## src/rtl/intercore_lock_arbiter_pkg.sv

```systemverilog
// rtl/intercore_lock_arbiter_pkg.sv - SR register map, data-field positions and request decode
// shared by the spinlock bank and its slots.
package intercore_lock_arbiter_pkg;

  localparam int RW        = 16;
  localparam int MAX_LOCKS = 8;
  localparam int MASK_W    = 8;
  localparam int IDX_LSB   = 0;
  localparam int IDX_W     = 3;
  localparam int WAIT_BIT  = 15;
  localparam int FORCE_BIT = 14;
  localparam int OK_BIT    = 8;
  localparam int ERR_BIT   = 9;
  localparam int WT_BIT    = 10;

  localparam logic [RW-1:0] SREG_ACQ  = RW'(4'hC);
  localparam logic [RW-1:0] SREG_REL  = RW'(4'hD);
  localparam logic [RW-1:0] SREG_STAT = RW'(4'hE);

  typedef struct packed {
    logic             acq;
    logic             rel;
    logic             wt;
    logic             frc;
    logic             idx_ok;
    logic [IDX_W-1:0] idx;
  } sr_req_t;

  function automatic sr_req_t decode_req(input logic we, input logic [RW-1:0] addr,
                                         input logic [RW-1:0] data, input int nlocks);
    sr_req_t r;
    r.acq    = we && (addr == SREG_ACQ);
    r.rel    = we && (addr == SREG_REL);
    r.wt     = data[WAIT_BIT];
    r.frc    = data[FORCE_BIT];
    r.idx    = data[IDX_LSB +: IDX_W];
    r.idx_ok = (int'(r.idx) < nlocks);
    return r;
  endfunction

  function automatic logic [RW-1:0] pack_stat(input logic [MASK_W-1:0] mask, input logic ok,
                                              input logic err, input logic wt);
    logic [RW-1:0] s;
    s              = '0;
    s[MASK_W-1:0]  = mask;
    s[OK_BIT]      = ok;
    s[ERR_BIT]     = err;
    s[WT_BIT]      = wt;
    return s;
  endfunction

endpackage

```

## src/rtl/intercore_lock_slot.sv

```systemverilog
// rtl/intercore_lock_slot.sv - one spinlock: ownership, waiter bits and same-cycle
// release-then-acquire resolution for two cores.
module intercore_lock_slot (
  input  logic       clk,
  input  logic       rst,
  input  logic [1:0] acq,
  input  logic [1:0] rel,
  input  logic [1:0] wt,
  input  logic       frc,
  input  logic       prio,
  output logic [1:0] owned,
  output logic [1:0] waiting,
  output logic [1:0] wake,
  output logic [1:0] grant,
  output logic [1:0] deny,
  output logic       tie
);

  logic       held_q, owner_q;
  logic [1:0] waiter_q;
  logic       held_d, owner_d;
  logic [1:0] waiter_d;
  logic [1:0] rel_hit;
  logic       freed, free_pr;

  // Releases are judged against the state at the start of the cycle; acquires
  // then see the post-release view (free_pr).
  always_comb begin
    rel_hit[0] = rel[0] && ((held_q && !owner_q) || frc);
    rel_hit[1] = rel[1] && held_q && owner_q;
    freed      = held_q && (rel_hit != 2'b00);
    free_pr    = !held_q || freed;
    tie        = free_pr && (acq == 2'b11);
    grant[0]   = acq[0] && (free_pr ? (!tie || !prio) : !owner_q);
    grant[1]   = acq[1] && (free_pr ? (!tie || prio) : owner_q);
    deny       = acq & ~grant;
    wake       = freed ? (waiter_q & ~acq) : 2'b00;
    held_d     = !free_pr || (grant != 2'b00);
    owner_d    = free_pr ? grant[1] : owner_q;
    waiter_d   = (freed ? 2'b00 : waiter_q) | (deny & wt);
  end

  always_ff @(posedge clk or posedge rst) begin
    if (rst) begin
      held_q   <= 1'b0;
      owner_q  <= 1'b0;
      waiter_q <= 2'b00;
    end else begin
      held_q   <= held_d;
      owner_q  <= owner_d;
      waiter_q <= waiter_d;
    end
  end

  assign owned   = {held_q && owner_q, held_q && !owner_q};
  assign waiting = waiter_q;

endmodule

```

## src/rtl/intercore_lock_arbiter.sv

```systemverilog
// rtl/intercore_lock_arbiter.sv - hardware spinlock bank for core0/core1 on their SR buses:
// address decode, round-robin tie break, result registers, wake pulses and status read.
module intercore_lock_arbiter
  import intercore_lock_arbiter_pkg::*;
#(
  parameter int NLOCKS = 8
) (
  input  logic          i_clk,
  input  logic          i_rst,
  input  logic [RW-1:0] c0_sr_bus_addr,
  input  logic [RW-1:0] c0_sr_bus_data_o,
  output logic [RW-1:0] c0_sr_bus_data_i,
  input  logic          c0_sr_bus_we,
  input  logic [RW-1:0] c1_sr_bus_addr,
  input  logic [RW-1:0] c1_sr_bus_data_o,
  output logic [RW-1:0] c1_sr_bus_data_i,
  input  logic          c1_sr_bus_we,
  output logic          c0_lock_irq,
  output logic          c1_lock_irq
);

  sr_req_t req [2];

  logic [1:0] slot_owned   [MAX_LOCKS];
  logic [1:0] slot_waiting [MAX_LOCKS];
  logic [1:0] slot_wake    [MAX_LOCKS];
  logic [1:0] slot_grant   [MAX_LOCKS];
  logic [1:0] slot_deny    [MAX_LOCKS];
  logic       slot_tie     [MAX_LOCKS];

  logic [1:0][MASK_W-1:0] own_mask;
  logic [1:0] wt_any, grant_any, deny_any, wake_any, rel_fail;
  logic       tie_any;
  logic [1:0] ok_q, err_q, irq_q;
  logic       rr_prio;

  assign req[0] = decode_req(c0_sr_bus_we, c0_sr_bus_addr, c0_sr_bus_data_o, NLOCKS);
  assign req[1] = decode_req(c1_sr_bus_we, c1_sr_bus_addr, c1_sr_bus_data_o, NLOCKS);

  for (genvar i = 0; i < MAX_LOCKS; i++) begin : g_slot
    if (i < NLOCKS) begin : g_live
      logic [1:0] slot_acq, slot_rel;

      always_comb begin
        for (int k = 0; k < 2; k++) begin
          slot_acq[k] = req[k].acq && req[k].idx_ok && (req[k].idx == IDX_W'(i));
          slot_rel[k] = req[k].rel && req[k].idx_ok && (req[k].idx == IDX_W'(i));
        end
      end

      intercore_lock_slot u_slot (
        .clk     (i_clk),
        .rst     (i_rst),
        .acq     (slot_acq),
        .rel     (slot_rel),
        .wt      ({req[1].wt, req[0].wt}),
        .frc     (req[0].frc),
        .prio    (rr_prio),
        .owned   (slot_owned[i]),
        .waiting (slot_waiting[i]),
        .wake    (slot_wake[i]),
        .grant   (slot_grant[i]),
        .deny    (slot_deny[i]),
        .tie     (slot_tie[i])
      );
    end else begin : g_absent
      assign slot_owned[i]   = 2'b00;
      assign slot_waiting[i] = 2'b00;
      assign slot_wake[i]    = 2'b00;
      assign slot_grant[i]   = 2'b00;
      assign slot_deny[i]    = 2'b00;
      assign slot_tie[i]     = 1'b0;
    end
  end

  // Each core targets at most one slot per cycle, so OR-reducing across slots
  // yields that core's own grant/deny.
  always_comb begin
    own_mask  = '0;
    wt_any    = 2'b00;
    grant_any = 2'b00;
    deny_any  = 2'b00;
    wake_any  = 2'b00;
    tie_any   = 1'b0;
    for (int i = 0; i < MAX_LOCKS; i++) begin
      for (int k = 0; k < 2; k++) begin
        own_mask[k][i] = slot_owned[i][k];
        wt_any[k]      = wt_any[k] | slot_waiting[i][k];
        grant_any[k]   = grant_any[k] | slot_grant[i][k];
        deny_any[k]    = deny_any[k] | slot_deny[i][k];
        wake_any[k]    = wake_any[k] | slot_wake[i][k];
      end
      tie_any = tie_any | slot_tie[i];
    end
  end

  always_comb begin
    for (int k = 0; k < 2; k++) begin
      rel_fail[k] = !req[k].idx_ok ||
                    !(own_mask[k][req[k].idx] || ((k == 0) && req[k].frc));
    end
  end

  always_ff @(posedge i_clk or posedge i_rst) begin
    if (i_rst) begin
      ok_q    <= 2'b00;
      err_q   <= 2'b00;
      irq_q   <= 2'b00;
      rr_prio <= 1'b0;
    end else begin
      irq_q <= wake_any;
      // The tie loser becomes the favoured core for the next tie.
      if (tie_any) begin
        rr_prio <= ~rr_prio;
      end
      for (int k = 0; k < 2; k++) begin
        if (req[k].acq) begin
          ok_q[k]  <= grant_any[k] && !deny_any[k];
          err_q[k] <= !req[k].idx_ok;
        end else if (req[k].rel && rel_fail[k]) begin
          err_q[k] <= 1'b1;
        end
      end
    end
  end

  assign c0_lock_irq = irq_q[0];
  assign c1_lock_irq = irq_q[1];

  assign c0_sr_bus_data_i = (c0_sr_bus_addr == SREG_STAT) ?
                            pack_stat(own_mask[0], ok_q[0], err_q[0], wt_any[0]) : '0;
  assign c1_sr_bus_data_i = (c1_sr_bus_addr == SREG_STAT) ?
                            pack_stat(own_mask[1], ok_q[1], err_q[1], wt_any[1]) : '0;

endmodule

```

## config.mk

```make
export PLATFORM = sky130hd
export DESIGN_NAME = intercore_lock_arbiter
export DESIGN_NICKNAME = d
export VERILOG_FILES = /design/src/rtl/intercore_lock_arbiter_pkg.sv /design/src/rtl/intercore_lock_slot.sv /design/src/rtl/intercore_lock_arbiter.sv
export SDC_FILE = /design/constraint.sdc
export NUM_CORES = 1
export LEC_CHECK = 0
export CORE_MARGIN = 2
export CORE_UTILIZATION = 45
export DETAILED_ROUTE_END_ITERATION = 6
export HOLD_SLACK_MARGIN = 0.03
export PLACE_DENSITY_LB_ADDON = 0.12
export SYNTH_ARGS = -nofsm -noshare
export SYNTH_HDL_FRONTEND = slang
export SYNTH_SLANG_ARGS = --single-unit
```

## constraint.sdc

```tcl
create_clock -name i_clk -period 3.1 [get_ports i_clk]
set_input_delay 0.62 -clock i_clk [delete_from_list [all_inputs] [get_ports i_clk]]
set_output_delay 0.62 -clock i_clk [all_outputs]
set_load 0.02 [all_outputs]
```

==> results_dict.tcl <==
set metrics [dict create \
    outcome "finished clean" \
    rsz0062_at_grt "yes" \
    antenna_found_initial 0 \
    yosysMostFrequentCell "nand2_1" \
    drc 0 \
    fin_crit_sh_pct 98.58 \
    grt_max_degree 40 \
    cp.arrival_ns 3.22 \
    critPathKind "input port to flop" \
    gp_congestion 1.002 \
    synth_top_area_cell "dfrtp_1" \
    cts_max_level 2 \
    worst_pin_slew_ns 0.6253 \
    rows 31 \
    maxSlewViolCount 0 \
    finalCriticalPeriod_ns 3.056 \
    cp-end-kind "flop" \
    synth.distinct_cells 78 \
    clk_path_buf_depth 2 \
    avgSynthCellArea_um2 7.992 \
    grt_use_total_pct 35.44 \
    drive_gt1_share_pct 29.29 \
    hold_violations 0 \
    insertedDiodeCount 0 \
    grt-ovfl-total 0 \
    cts_root_buffer "clkbuf_8" \
    numCtsBuffers 5 \
    async_flop_share_pct 100.0 \
    dr.pass1.iters 7 \
    crit_required_ns 3.27 \
    leakage_nw 2.130 \
    powerDensity_nw_per_um2 233.6 \
    insertion_delay_ns 0.32 \
    drt-initial-drc-count 479 \
    grt_pass1_vias 4185 \
    dr_total_vias 4294 \
    path_clk_slew_ns 0.10 \
    nFillCells 656 \
    synth_top_area_share_pct 28.53 \
    nets 661 \
    final_antenna_net_count 0 \
    vdd_drop_max_mv 0.3155 \
    cts_setup_buffers 0 \
    cts_tree "built" \
    syn_to_final_growth_pct 46.42 \
    hold_ws_ns 0.5290 \
    ys.flop_type "dfrtp_1" \
    yosysWarnings 0 \
    grt_pass1_wl_mm 22.64 \
    syn_area_um2 3421 \
    drv_cap 0 \
    ys_seq_area_share_pct 28.53 \
    fmax_mhz 327.2 \
    ys_ff_latch 39 \
    fin_util_pct 68.69 \
    synth-edff-count 0 \
    die-area_um2 8315 \
    synth_common_cells "nand2_1, nor2_1, dfrtp_1" \
    numPortBuffers 68 \
    start_util_pct 46.91 \
    syn_inst 428 \
    slew_headroom_pct 58.23 \
    setup_viol 0 \
    synthTopCellsByArea "dfrtp_1, nand2_1, nor2_1, nand3_1, nor3_1" \
    routedWlPerCell_um 21.28 \
    cts_sinks 39 \
    finalWirelength_mm 14.75 \
    io-pin-count 102 \
    hpwl_mm 11.83 \
    path_max_fanout 11 \
    hold_class "flop to flop" \
    die_h_um 91.19 \
    core_area_um2 7292 \
    fin_skew_ns 0.01602 \
    critPathLaunchType "input port" \
    viasPerCell 6.196 \
    die_w_um 91.19 \
]
-- placed cells by master (no fill, tap or decap), types with 3 or more instances in the layout --
cell type          n
o22ai_1            9
nor4_2             5
a21o_1             3
o2111ai_1          5
a311oi_1           4
a2111oi_2          3
clkdlybuf4s50_1   46
buf_4            111
conb_1            10
nor4_1             7
nor2_1            41
nor2b_1           10
clkbuf_8           5
nand3_1           27
and2_1             7
nor3b_1            3
or3_1              3
inv_1             24
o211ai_1           7
and3_1             5
nor4_4             3
o21ai_0           13
a31o_2             3
or2_2              3
nor3_1            18
o32ai_2            4
a21oi_1           12
or4_1              3
nand2_1           49
dfrtp_1           39
mux4_2             3
a31oi_1            5
dlygate4sd2_1      5
o31ai_1            8
nand4_1            6
nand2b_1          11
clkbuf_2          13
-- cell type report --
cell class	count	area, µm²	share of cell area [%]
sequential	39	975.9	19.49
timing repair buffer	179	1433	28.60
inverter	24	90.09	1.799
clock buffer	5	68.82	1.374
tap	99	123.9	2.473
clock inverter	3	43.79	0.8743
multi-input combinational	344	2273	45.39
-- worst paths after layout --
check                                                          from                                          end  slack (ns)  cells after the start
setup / recovery                                 c0_sr_bus_addr[13]                          ok_q[1]$_DFFE_PP0N_        0.04                      9
hold reg to reg                                err_q[0]$_DFFE_PP0P_                         err_q[0]$_DFFE_PP0P_        0.53                      2
max in group asynchronous                                     i_rst  g_slot[0].g_live.u_slot.owner_q$_DFFE_PP0P_        2.00                      3
setup reg to reg           g_slot[5].g_live.u_slot.held_q$_DFF_PP0_                          ok_q[1]$_DFFE_PP0N_        0.64                      8
hold / removal                                 err_q[0]$_DFFE_PP0P_                         err_q[0]$_DFFE_PP0P_        0.53                      2
min in group asynchronous                                     i_rst  g_slot[4].g_live.u_slot.owner_q$_DFFE_PP0N_        0.72                      3
-- report_power, final --
group	leakage [nW]	internal [mW]	total, mW	switching [mW]
logic	1.59	0.0975	0.199	0.102
registers	0.482	0.508	0.509	0.000242
clock network	0.0581	0.240	0.463	0.222
total	2.13	0.846	1.17	0.324
-- per-layer routing --
layer	global-route usage, %	routed length (µm)	vias to the layer above
met1	45.09	5756	2042
met3	8.465	1616	52
met4	12.75	517	0
met5	0	0	-
met2	58.58	6857	274
li1	-	-	1926
-- cells by family after synthesis --
family / synth area share (%)
xor gates and xnor gates: 0.2561
muxes: 2.926
buffers and inverters: 7.462
other: 0.1096
DFF: 28.53
and+or+nand+nor: 36.87
AOI/OAI and AO/OA: 23.85
-- repair_timing --
| item | 4_1_cts | 5_1_grt |
|---|---|---|
| pin swaps | 0 | 5 |
| setup endpoints to repair | 22 | 24 |
| gates resized for setup | 27 | 41 |
| hold buffers | 0 | 0 |
-- worst max-delay path: stages --
cell             delay (ns)
clkdlybuf4s50_1        0.41
nor4b_2                0.31
nand4_2                0.16
buf_4                  0.21
or4_1                  0.61
o211a_2                0.22
o311ai_1               0.30
o211a_1                0.24
o211ai_1               0.14
-- flip-flops by register name, indices dropped and copies added, names as in the netlist --
signal	cells
g_slot.g_live.u_slot.held_q	8
irq_q	2
err_q	2
g_slot.g_live.u_slot.owner_q	8
rr_prio	1
g_slot.g_live.u_slot.waiting	16
ok_q	2
-- stage by stage --
step / cell area [µm²] / power (mW) / instances / setup TNS, ns / setup WS, ns
after global routing: 5009 / 1.195 / 693 / -0.05571 / -0.05571
after floorplan: 3455 / 0.6008 / 437 / 0 / 0.1399
final: 5009 / 1.170 / 693 / 0 / 0.04394
after global placement: 4927 / 0.7074 / 685 / -4.021 / -0.2233
after detailed placement: 4927 / 0.7103 / 685 / -6.089 / -0.3248
after CTS: 5019 / 1.163 / 693 / 0 / 0.001470
No activity file was read; power rests on OpenSTA's default activity.
